--- src/rtl/smi_tx_packer_pkg.sv ---
// Shared SMI definitions (IOC codes, channel addresses, byte states), also reused by the RX controller.
package smi_tx_packer_pkg;

    typedef enum logic [1:0] {
        BYTE_0 = 2'd0,
        BYTE_1 = 2'd1,
        BYTE_2 = 2'd2,
        BYTE_3 = 2'd3
    } byte_state_t;

    localparam logic [2:0] SMI_ADDR_09     = 3'b100;
    localparam logic [2:0] SMI_ADDR_24     = 3'b101;
    localparam logic [2:0] SMI_ADDR_RESYNC = 3'b110;

    localparam logic [4:0] IOC_VERSION   = 5'b00000;
    localparam logic [4:0] IOC_TX_STATUS = 5'b00010;

    function automatic byte_state_t next_byte_state(input byte_state_t cur);
        return byte_state_t'(cur + 2'd1);
    endfunction

endpackage

--- src/rtl/smi_tx_packer_if.sv ---
// SMI write port, IOC register port and both TX FIFO push ports of the packer.
interface smi_tx_packer_if;
    logic [4:0]  i_ioc;
    logic        i_cs;
    logic        i_fetch_cmd;
    logic [7:0]  o_data_out;
    logic [2:0]  i_smi_a;
    logic        i_smi_swe_srw;
    logic [7:0]  i_smi_data_in;
    logic        o_smi_write_req;
    logic        o_fifo_09_push;
    logic [31:0] o_fifo_09_pushed_data;
    logic        i_fifo_09_full;
    logic        o_fifo_24_push;
    logic [31:0] o_fifo_24_pushed_data;
    logic        i_fifo_24_full;

    modport master (
        output i_ioc, i_cs, i_fetch_cmd, i_smi_a, i_smi_swe_srw, i_smi_data_in,
               i_fifo_09_full, i_fifo_24_full,
        input  o_data_out, o_smi_write_req, o_fifo_09_push, o_fifo_09_pushed_data,
               o_fifo_24_push, o_fifo_24_pushed_data
    );

    modport slave (
        input  i_ioc, i_cs, i_fetch_cmd, i_smi_a, i_smi_swe_srw, i_smi_data_in,
               i_fifo_09_full, i_fifo_24_full,
        output o_data_out, o_smi_write_req, o_fifo_09_push, o_fifo_09_pushed_data,
               o_fifo_24_push, o_fifo_24_pushed_data
    );
endinterface

--- src/rtl/smi_word_packer.sv ---
// Packs four bytes MSB-first into a 32-bit word; push pulses one cycle after the 4th byte.
// FIFO full at the 4th byte drops the word and raises ovf_evt for that cycle; counter wraps regardless.
module smi_word_packer
    import smi_tx_packer_pkg::*;
(
    input  logic        i_sys_clk,
    input  logic        i_reset,
    input  logic        wr_vld,
    input  logic [7:0]  wr_dat,
    input  logic        resync,
    input  logic        fifo_full,
    output logic        push_vld,
    output logic [31:0] push_dat,
    output logic        ovf_evt
);

    byte_state_t byte_state;
    logic [31:0] asm_word;
    logic [31:0] next_word;

    always_comb begin
        next_word = asm_word;
        case (byte_state)
            BYTE_0: next_word[31:24] = wr_dat;
            BYTE_1: next_word[23:16] = wr_dat;
            BYTE_2: next_word[15:8]  = wr_dat;
            BYTE_3: next_word[7:0]   = wr_dat;
            default: next_word = asm_word;
        endcase
    end

    assign ovf_evt = wr_vld && (byte_state == BYTE_3) && fifo_full;

    always_ff @(posedge i_sys_clk or posedge i_reset) begin
        if (i_reset) begin
            byte_state <= BYTE_0;
            asm_word   <= '0;
            push_vld   <= 1'b0;
            push_dat   <= '0;
        end else begin
            push_vld <= 1'b0;
            if (resync) begin
                byte_state <= BYTE_0;
                asm_word   <= '0;
            end else if (wr_vld) begin
                asm_word   <= next_word;
                byte_state <= next_byte_state(byte_state);
                if (byte_state == BYTE_3 && !fifo_full) begin
                    push_vld <= 1'b1;
                    push_dat <= next_word;
                end
            end
        end
    end

endmodule

--- src/rtl/smi_tx_packer.sv ---
// SMI write receiver: synchronizes the write strobe, decodes the channel address and packs bytes into 32-bit FIFO words.
// Latency: byte stored SYNC_STAGES-1 cycles after the strobe falls, push one cycle later; full FIFO drops the word (sticky overflow).
module smi_tx_packer
    import smi_tx_packer_pkg::*;
#(
    parameter logic [7:0] MODULE_VERSION = 8'h01,
    parameter int         SYNC_STAGES    = 3
) (
    input  logic             i_sys_clk,
    input  logic             i_reset,
    smi_tx_packer_if.slave   bus
);

    logic [SYNC_STAGES-1:0] swe_sync;
    logic [7:0]             data_pipe [SYNC_STAGES];
    logic [2:0]             addr_pipe [SYNC_STAGES];

    logic write_det;
    logic wr_09, wr_24, wr_resync, wr_wrong;
    logic ovf_09_evt, ovf_24_evt;
    logic ovf_09, ovf_24, wrong_addr;
    logic status_rd;

    // Data and address ride alongside the strobe so the oldest stages line up with the edge detect.
    always_ff @(posedge i_sys_clk or posedge i_reset) begin
        if (i_reset) begin
            swe_sync <= '1;
            for (int i = 0; i < SYNC_STAGES; i++) begin
                data_pipe[i] <= '0;
                addr_pipe[i] <= '0;
            end
        end else begin
            swe_sync     <= {swe_sync[SYNC_STAGES-2:0], bus.i_smi_swe_srw};
            data_pipe[0] <= bus.i_smi_data_in;
            addr_pipe[0] <= bus.i_smi_a;
            for (int i = 1; i < SYNC_STAGES; i++) begin
                data_pipe[i] <= data_pipe[i-1];
                addr_pipe[i] <= addr_pipe[i-1];
            end
        end
    end

    assign write_det = (swe_sync[SYNC_STAGES-1 -: 2] == 2'b10);
    assign wr_09     = write_det && (addr_pipe[SYNC_STAGES-1] == SMI_ADDR_09);
    assign wr_24     = write_det && (addr_pipe[SYNC_STAGES-1] == SMI_ADDR_24);
    assign wr_resync = write_det && (addr_pipe[SYNC_STAGES-1] == SMI_ADDR_RESYNC);
    assign wr_wrong  = write_det && !wr_09 && !wr_24 && !wr_resync;
    assign status_rd = bus.i_cs && bus.i_fetch_cmd && (bus.i_ioc == IOC_TX_STATUS);

    smi_word_packer u_pack_09 (
        .i_sys_clk (i_sys_clk),
        .i_reset   (i_reset),
        .wr_vld    (wr_09),
        .wr_dat    (data_pipe[SYNC_STAGES-1]),
        .resync    (wr_resync),
        .fifo_full (bus.i_fifo_09_full),
        .push_vld  (bus.o_fifo_09_push),
        .push_dat  (bus.o_fifo_09_pushed_data),
        .ovf_evt   (ovf_09_evt)
    );

    smi_word_packer u_pack_24 (
        .i_sys_clk (i_sys_clk),
        .i_reset   (i_reset),
        .wr_vld    (wr_24),
        .wr_dat    (data_pipe[SYNC_STAGES-1]),
        .resync    (wr_resync),
        .fifo_full (bus.i_fifo_24_full),
        .push_vld  (bus.o_fifo_24_push),
        .push_dat  (bus.o_fifo_24_pushed_data),
        .ovf_evt   (ovf_24_evt)
    );

    // A status read clears the sticky flags, but an event in the same cycle survives the clear.
    always_ff @(posedge i_sys_clk or posedge i_reset) begin
        if (i_reset) begin
            ovf_09          <= 1'b0;
            ovf_24          <= 1'b0;
            wrong_addr      <= 1'b0;
            bus.o_data_out  <= '0;
            bus.o_smi_write_req <= 1'b0;
        end else begin
            ovf_09     <= (ovf_09 && !status_rd) || ovf_09_evt;
            ovf_24     <= (ovf_24 && !status_rd) || ovf_24_evt;
            wrong_addr <= (wrong_addr && !status_rd) || wr_wrong;
            bus.o_smi_write_req <= !bus.i_fifo_09_full && !bus.i_fifo_24_full;
            if (bus.i_cs && bus.i_fetch_cmd) begin
                case (bus.i_ioc)
                    IOC_VERSION:   bus.o_data_out <= MODULE_VERSION;
                    IOC_TX_STATUS: bus.o_data_out <= {3'b000, wrong_addr, ovf_24, ovf_09,
                                                      bus.i_fifo_24_full, bus.i_fifo_09_full};
                    default:       bus.o_data_out <= bus.o_data_out;
                endcase
            end
        end
    end

endmodule

--- src/flat_wrapper.sv ---
// flat-port wrapper written by rule: the top's interface ports become plain ports
module smi_tx_packer_flat import smi_tx_packer_pkg::*;
#(
    parameter logic [7:0] MODULE_VERSION = 8'h01,
    parameter int         SYNC_STAGES    = 3
)
  (i_sys_clk, i_reset, bus_i_ioc, bus_i_cs, bus_i_fetch_cmd, bus_i_smi_a, bus_i_smi_swe_srw, bus_i_smi_data_in, bus_i_fifo_09_full, bus_i_fifo_24_full, bus_o_data_out, bus_o_smi_write_req, bus_o_fifo_09_push, bus_o_fifo_09_pushed_data, bus_o_fifo_24_push, bus_o_fifo_24_pushed_data);
  smi_tx_packer_if bus_i ();
  input  logic i_sys_clk;
  input  logic i_reset;
  input wire logic [$bits(bus_i.i_ioc)-1:0] bus_i_ioc;
  input wire logic [$bits(bus_i.i_cs)-1:0] bus_i_cs;
  input wire logic [$bits(bus_i.i_fetch_cmd)-1:0] bus_i_fetch_cmd;
  input wire logic [$bits(bus_i.i_smi_a)-1:0] bus_i_smi_a;
  input wire logic [$bits(bus_i.i_smi_swe_srw)-1:0] bus_i_smi_swe_srw;
  input wire logic [$bits(bus_i.i_smi_data_in)-1:0] bus_i_smi_data_in;
  input wire logic [$bits(bus_i.i_fifo_09_full)-1:0] bus_i_fifo_09_full;
  input wire logic [$bits(bus_i.i_fifo_24_full)-1:0] bus_i_fifo_24_full;
  output wire logic [$bits(bus_i.o_data_out)-1:0] bus_o_data_out;
  output wire logic [$bits(bus_i.o_smi_write_req)-1:0] bus_o_smi_write_req;
  output wire logic [$bits(bus_i.o_fifo_09_push)-1:0] bus_o_fifo_09_push;
  output wire logic [$bits(bus_i.o_fifo_09_pushed_data)-1:0] bus_o_fifo_09_pushed_data;
  output wire logic [$bits(bus_i.o_fifo_24_push)-1:0] bus_o_fifo_24_push;
  output wire logic [$bits(bus_i.o_fifo_24_pushed_data)-1:0] bus_o_fifo_24_pushed_data;
  assign bus_i.i_ioc = bus_i_ioc;
  assign bus_i.i_cs = bus_i_cs;
  assign bus_i.i_fetch_cmd = bus_i_fetch_cmd;
  assign bus_i.i_smi_a = bus_i_smi_a;
  assign bus_i.i_smi_swe_srw = bus_i_smi_swe_srw;
  assign bus_i.i_smi_data_in = bus_i_smi_data_in;
  assign bus_i.i_fifo_09_full = bus_i_fifo_09_full;
  assign bus_i.i_fifo_24_full = bus_i_fifo_24_full;
  assign bus_o_data_out = bus_i.o_data_out;
  assign bus_o_smi_write_req = bus_i.o_smi_write_req;
  assign bus_o_fifo_09_push = bus_i.o_fifo_09_push;
  assign bus_o_fifo_09_pushed_data = bus_i.o_fifo_09_pushed_data;
  assign bus_o_fifo_24_push = bus_i.o_fifo_24_push;
  assign bus_o_fifo_24_pushed_data = bus_i.o_fifo_24_pushed_data;
  smi_tx_packer #(.MODULE_VERSION(MODULE_VERSION), .SYNC_STAGES(SYNC_STAGES)) u_core (.i_sys_clk(i_sys_clk), .i_reset(i_reset), .bus(bus_i));
endmodule
--- config.mk ---
export PLATFORM = sky130hd
export DESIGN_NAME = smi_tx_packer_flat
export DESIGN_NICKNAME = d
export VERILOG_FILES = /design/src/rtl/smi_tx_packer_pkg.sv /design/src/rtl/smi_tx_packer_if.sv /design/src/rtl/smi_word_packer.sv /design/src/rtl/smi_tx_packer.sv /design/src/flat_wrapper.sv
export SDC_FILE = /design/constraint.sdc
export NUM_CORES = 1
export LEC_CHECK = 0
export BUFFER_PORTS_ARGS = -buffer_cell sky130_fd_sc_hd__buf_2
export CAP_MARGIN = 0
export CORE_MARGIN = 5
export CORE_UTILIZATION = 40
export CTS_CLUSTER_SIZE = 40
export DETAILED_ROUTE_END_ITERATION = 8
export PLACE_DENSITY_LB_ADDON = 0.12
export SKIP_CTS_REPAIR_TIMING = 1
export SYNTH_ARGS = -nofsm -noshare
export SYNTH_HDL_FRONTEND = slang
export SYNTH_SLANG_ARGS = --single-unit
--- constraint.sdc ---
create_clock -name i_sys_clk -period 5.1 [get_ports i_sys_clk]
set_input_delay 0.51 -clock i_sys_clk [delete_from_list [all_inputs] [get_ports i_sys_clk]]
set_output_delay 0.51 -clock i_sys_clk [all_outputs]
set_load 0.005 [all_outputs]
==> metrics.md <==
| Metric | Value |
|---|---|
| Status | complete, no violations |
| Top cells by area, synth | dfrtp_1 (59%), mux2_2 (18%), a22o_1 (4.1%), a221o_1 (3.4%), and2_1 (2.1%) |
| ANT cells | 0 |
| YS warnings | 0 |
| Ys async rst share | 100.0% |
| Crit Path Max Fanout | 14 |
| Port buffer count | 94 |
| Synth cell types | 44 |
| Number of buffers created by CTS | 17 |
| Share of the synthesized area in the top cell type | 59.03% |
| Slowest CP cell | nor3b_1 |
| Number of enable flip-flop cells after synthesis | 0 |
| Hold Crit Depth | 1 |
| Min Clock Period, post-route | 2338 ps |
| Critical Path, Cell by Cell | nand4bb_1, nor3b_1, a22o_1 |
| Post-Route WL | 15270 um |
| Slew HR | 35.21% |
| Final #Nets | 619 |
| Gpl congestion | 0.7569 |
| Post-layout util | 48.13% |
| 1st-iter DRT viols | 213 |
| Area growth syn-to-layout | 17.29% |
| First-pass GRT wire length | 25210 um |
| Max-cap violations | 0 |
| Hold slack | 182.8 ps |
| Worst setup EP type | register |
| Detailed Place HPWL | 10080 um |
| Worst-path clk slew | 60 ps |
| Clock Tree Buf Depth | 2 |
| Fraction of layout cells with a size suffix above 1 | 42.00% |
| Crit-path max cell delay | 930 ps |
| Die area | 20570 um^2 |
| Vias in the first global route | 4735 |
| Netlist area before placement | 7122 um^2 |
| Power per cell area | 417.0 nW/um^2 |
| Clk_lat worst skew | 430 ps |
| Most common cell after layout, fill and taps aside | dfrtp_1 |
| Final worst-path cycle share | 45.85% |
| Via density | 5.238 |
| Max Fclk | 427.6 MHz |
| Placed instance area | 7745 um^2 |
| Mean Syn Cell Area | 14.10 um^2 |
| Non-Filler Instances | 825 |
| Commonest non-fill, non-tap cells in the layout | dfrtp_1 (168), mux2_2 (115), buf_2 (94) |
| Core Region | 17360 um^2 |
| Gr usage total | 15.87% |
| TritonCTS clock tree | done |
| Die Wd | 143.4 um |
| Synthesis-stage register bit count | 171 |
| H-tree levels | 4 |
| Pin count of the biggest net entering global routing | 130 |
| Total grt overflow | 0 |
| Pre-CTS setup slack | 2777 ps |
| Post-route design area | 8353 um^2 |
| Top Ports | 98 |
| CP required | 5460 ps |
| CP Launch Type | register |
| Slack of the critical path | 2762 ps |
| Slew @ Worst Pin | 969.7 ps |
| Finish-stage setup viols | 0 |
| Antenna viol nets, final | 0 |
| Register area share after synthesis | 60.14% |
| VDD IR-drop max | 0.2562 mV |
| Clock skew | 7.315 ps |
| Vias post-DR | 4321 |
| Leak | 4.061 nW |
| Final slew viol count | 0 |
| RSZ-0062 raised after global routing | false |
| Final-report hold violation count | 0 |
| Cell at the root of the clock tree | clkbuf_16 |
| Crit Path Category | reg2reg |
| Placed insts | 794 |
| Drt drc | 0 |
| # rows | 48 |
| Clock sinks | 171 |
| Initial antenna violation count | 0 |
| Die Ht | 143.4 um |
| Setup TNS | 0 ps |
| Main synth FF type | dfrtp_1 |
| Critical path data arrival time | 2700 ps |
| Initial Util | 41.03% |
| Mapped Cells | 505 |
| First-pass iteration count of the detailed router | 4 |
| Tot Pwr | 3.483 mW |
| Worst min path class | in2reg |
| Worst R2R Setup Slack | 2760 ps |
| DR WL/cell | 18.51 um |
| Synth area leader | dfrtp_1 |
| Worst-case reg-to-reg path depth | 3 |
-- power by group --
part / internal [mW] / switching (mW) / total (mW)
Sequential: 1.52 / 0.118 / 1.64
Combinational: 0.296 / 0.226 / 0.522
Clock: 0.785 / 0.534 / 1.32
-- final cells by class --
cell class	count	area, um^2
clock buffer	18	439.2
sequential	171	4283
clock inverter	13	168.9
timing repair buffer	98	513.0
multi-input combinational	288	2619
tap	225	281.5
inverter	12	48.80
fill	1545	9004
-- cells by family after synthesis --
group / Yosys count / synth area share (%)
AOI/OAI and AO/OA: 76 / 9.030
adders and majority gates: 8 / 1.406
buffers and inverters: 48 / 3.197
DFF: 171 / 60.14
muxes: 123 / 19.38
other: 1 / 0.05266
and+or+nand+nor: 78 / 6.799
-- final timing paths --
kind | end | start
worst min register to register | u_core.data_pipe[14]$_DFF_PP0_ | u_core.data_pipe[22]$_DFF_PP0_
worst max register to register | u_core.u_pack_09.asm_word[12]$_DFFE_PP0P_ | u_core.addr_pipe[0]$_DFF_PP0_
worst max-delay path | u_core.u_pack_09.asm_word[12]$_DFFE_PP0P_ | u_core.addr_pipe[0]$_DFF_PP0_
max in group asynchronous | u_core.u_pack_09.asm_word[25]$_DFFE_PP0P_ | i_reset
min in group asynchronous | u_core.bus.o_data_out[4]$_DFFE_PP0P_ | i_reset
worst min-delay path | u_core.swe_sync[0]$_DFF_PP1_ | bus_i_smi_swe_srw
-- critical path, delay by kind of cell (launching register included) --
kind / cells / cell delay [ps]
compound gates: 1 / 270
simple gates: 2 / 1480
flops: 1 / 520
-- cell usage after synthesis (2+ instances only) --
master	instances
dfrtp_1	168
mux2_2	115
a22o_1	33
a221o_1	24
and2_1	24
clkbuf_1	24
nand2_1	16
inv_1	12
nor2_1	11
ha_1	8
o21ai_1	7
buf_4	6
o21ai_0	5
mux2_1	4
mux2i_1	4
nor2b_1	4
nor3b_1	4
and2_0	3
buf_6	3
dfstp_2	3
buf_2	2
nand3b_1	2
or3_1	2
-- sequential cells by signal (all words and copies together), names as in the netlist, 2 cells and up --
register	count
u_core.u_pack_09.asm_word	32
u_core.addr_pipe	9
u_core.u_pack_09.byte_state	2
u_core.u_pack_09.push_dat	32
u_core.data_pipe	24
u_core.u_pack_24.byte_state	2
u_core.swe_sync	3
u_core.u_pack_24.push_dat	32
u_core.u_pack_24.asm_word	24
u_core.bus.o_data_out	5
-- layer usage --
metal / global-route usage [%] / up-vias / part of all wire [%]
met3: 3.894 / 30 / 4.7
li1: - / 1980 / -
met4: 6.938 / 0 / 2.2
met1: 20.55 / 2216 / 44
met2: 25.47 / 95 / 49
met5: 0 / - / 0
Power figures use the tool's default switching activity.
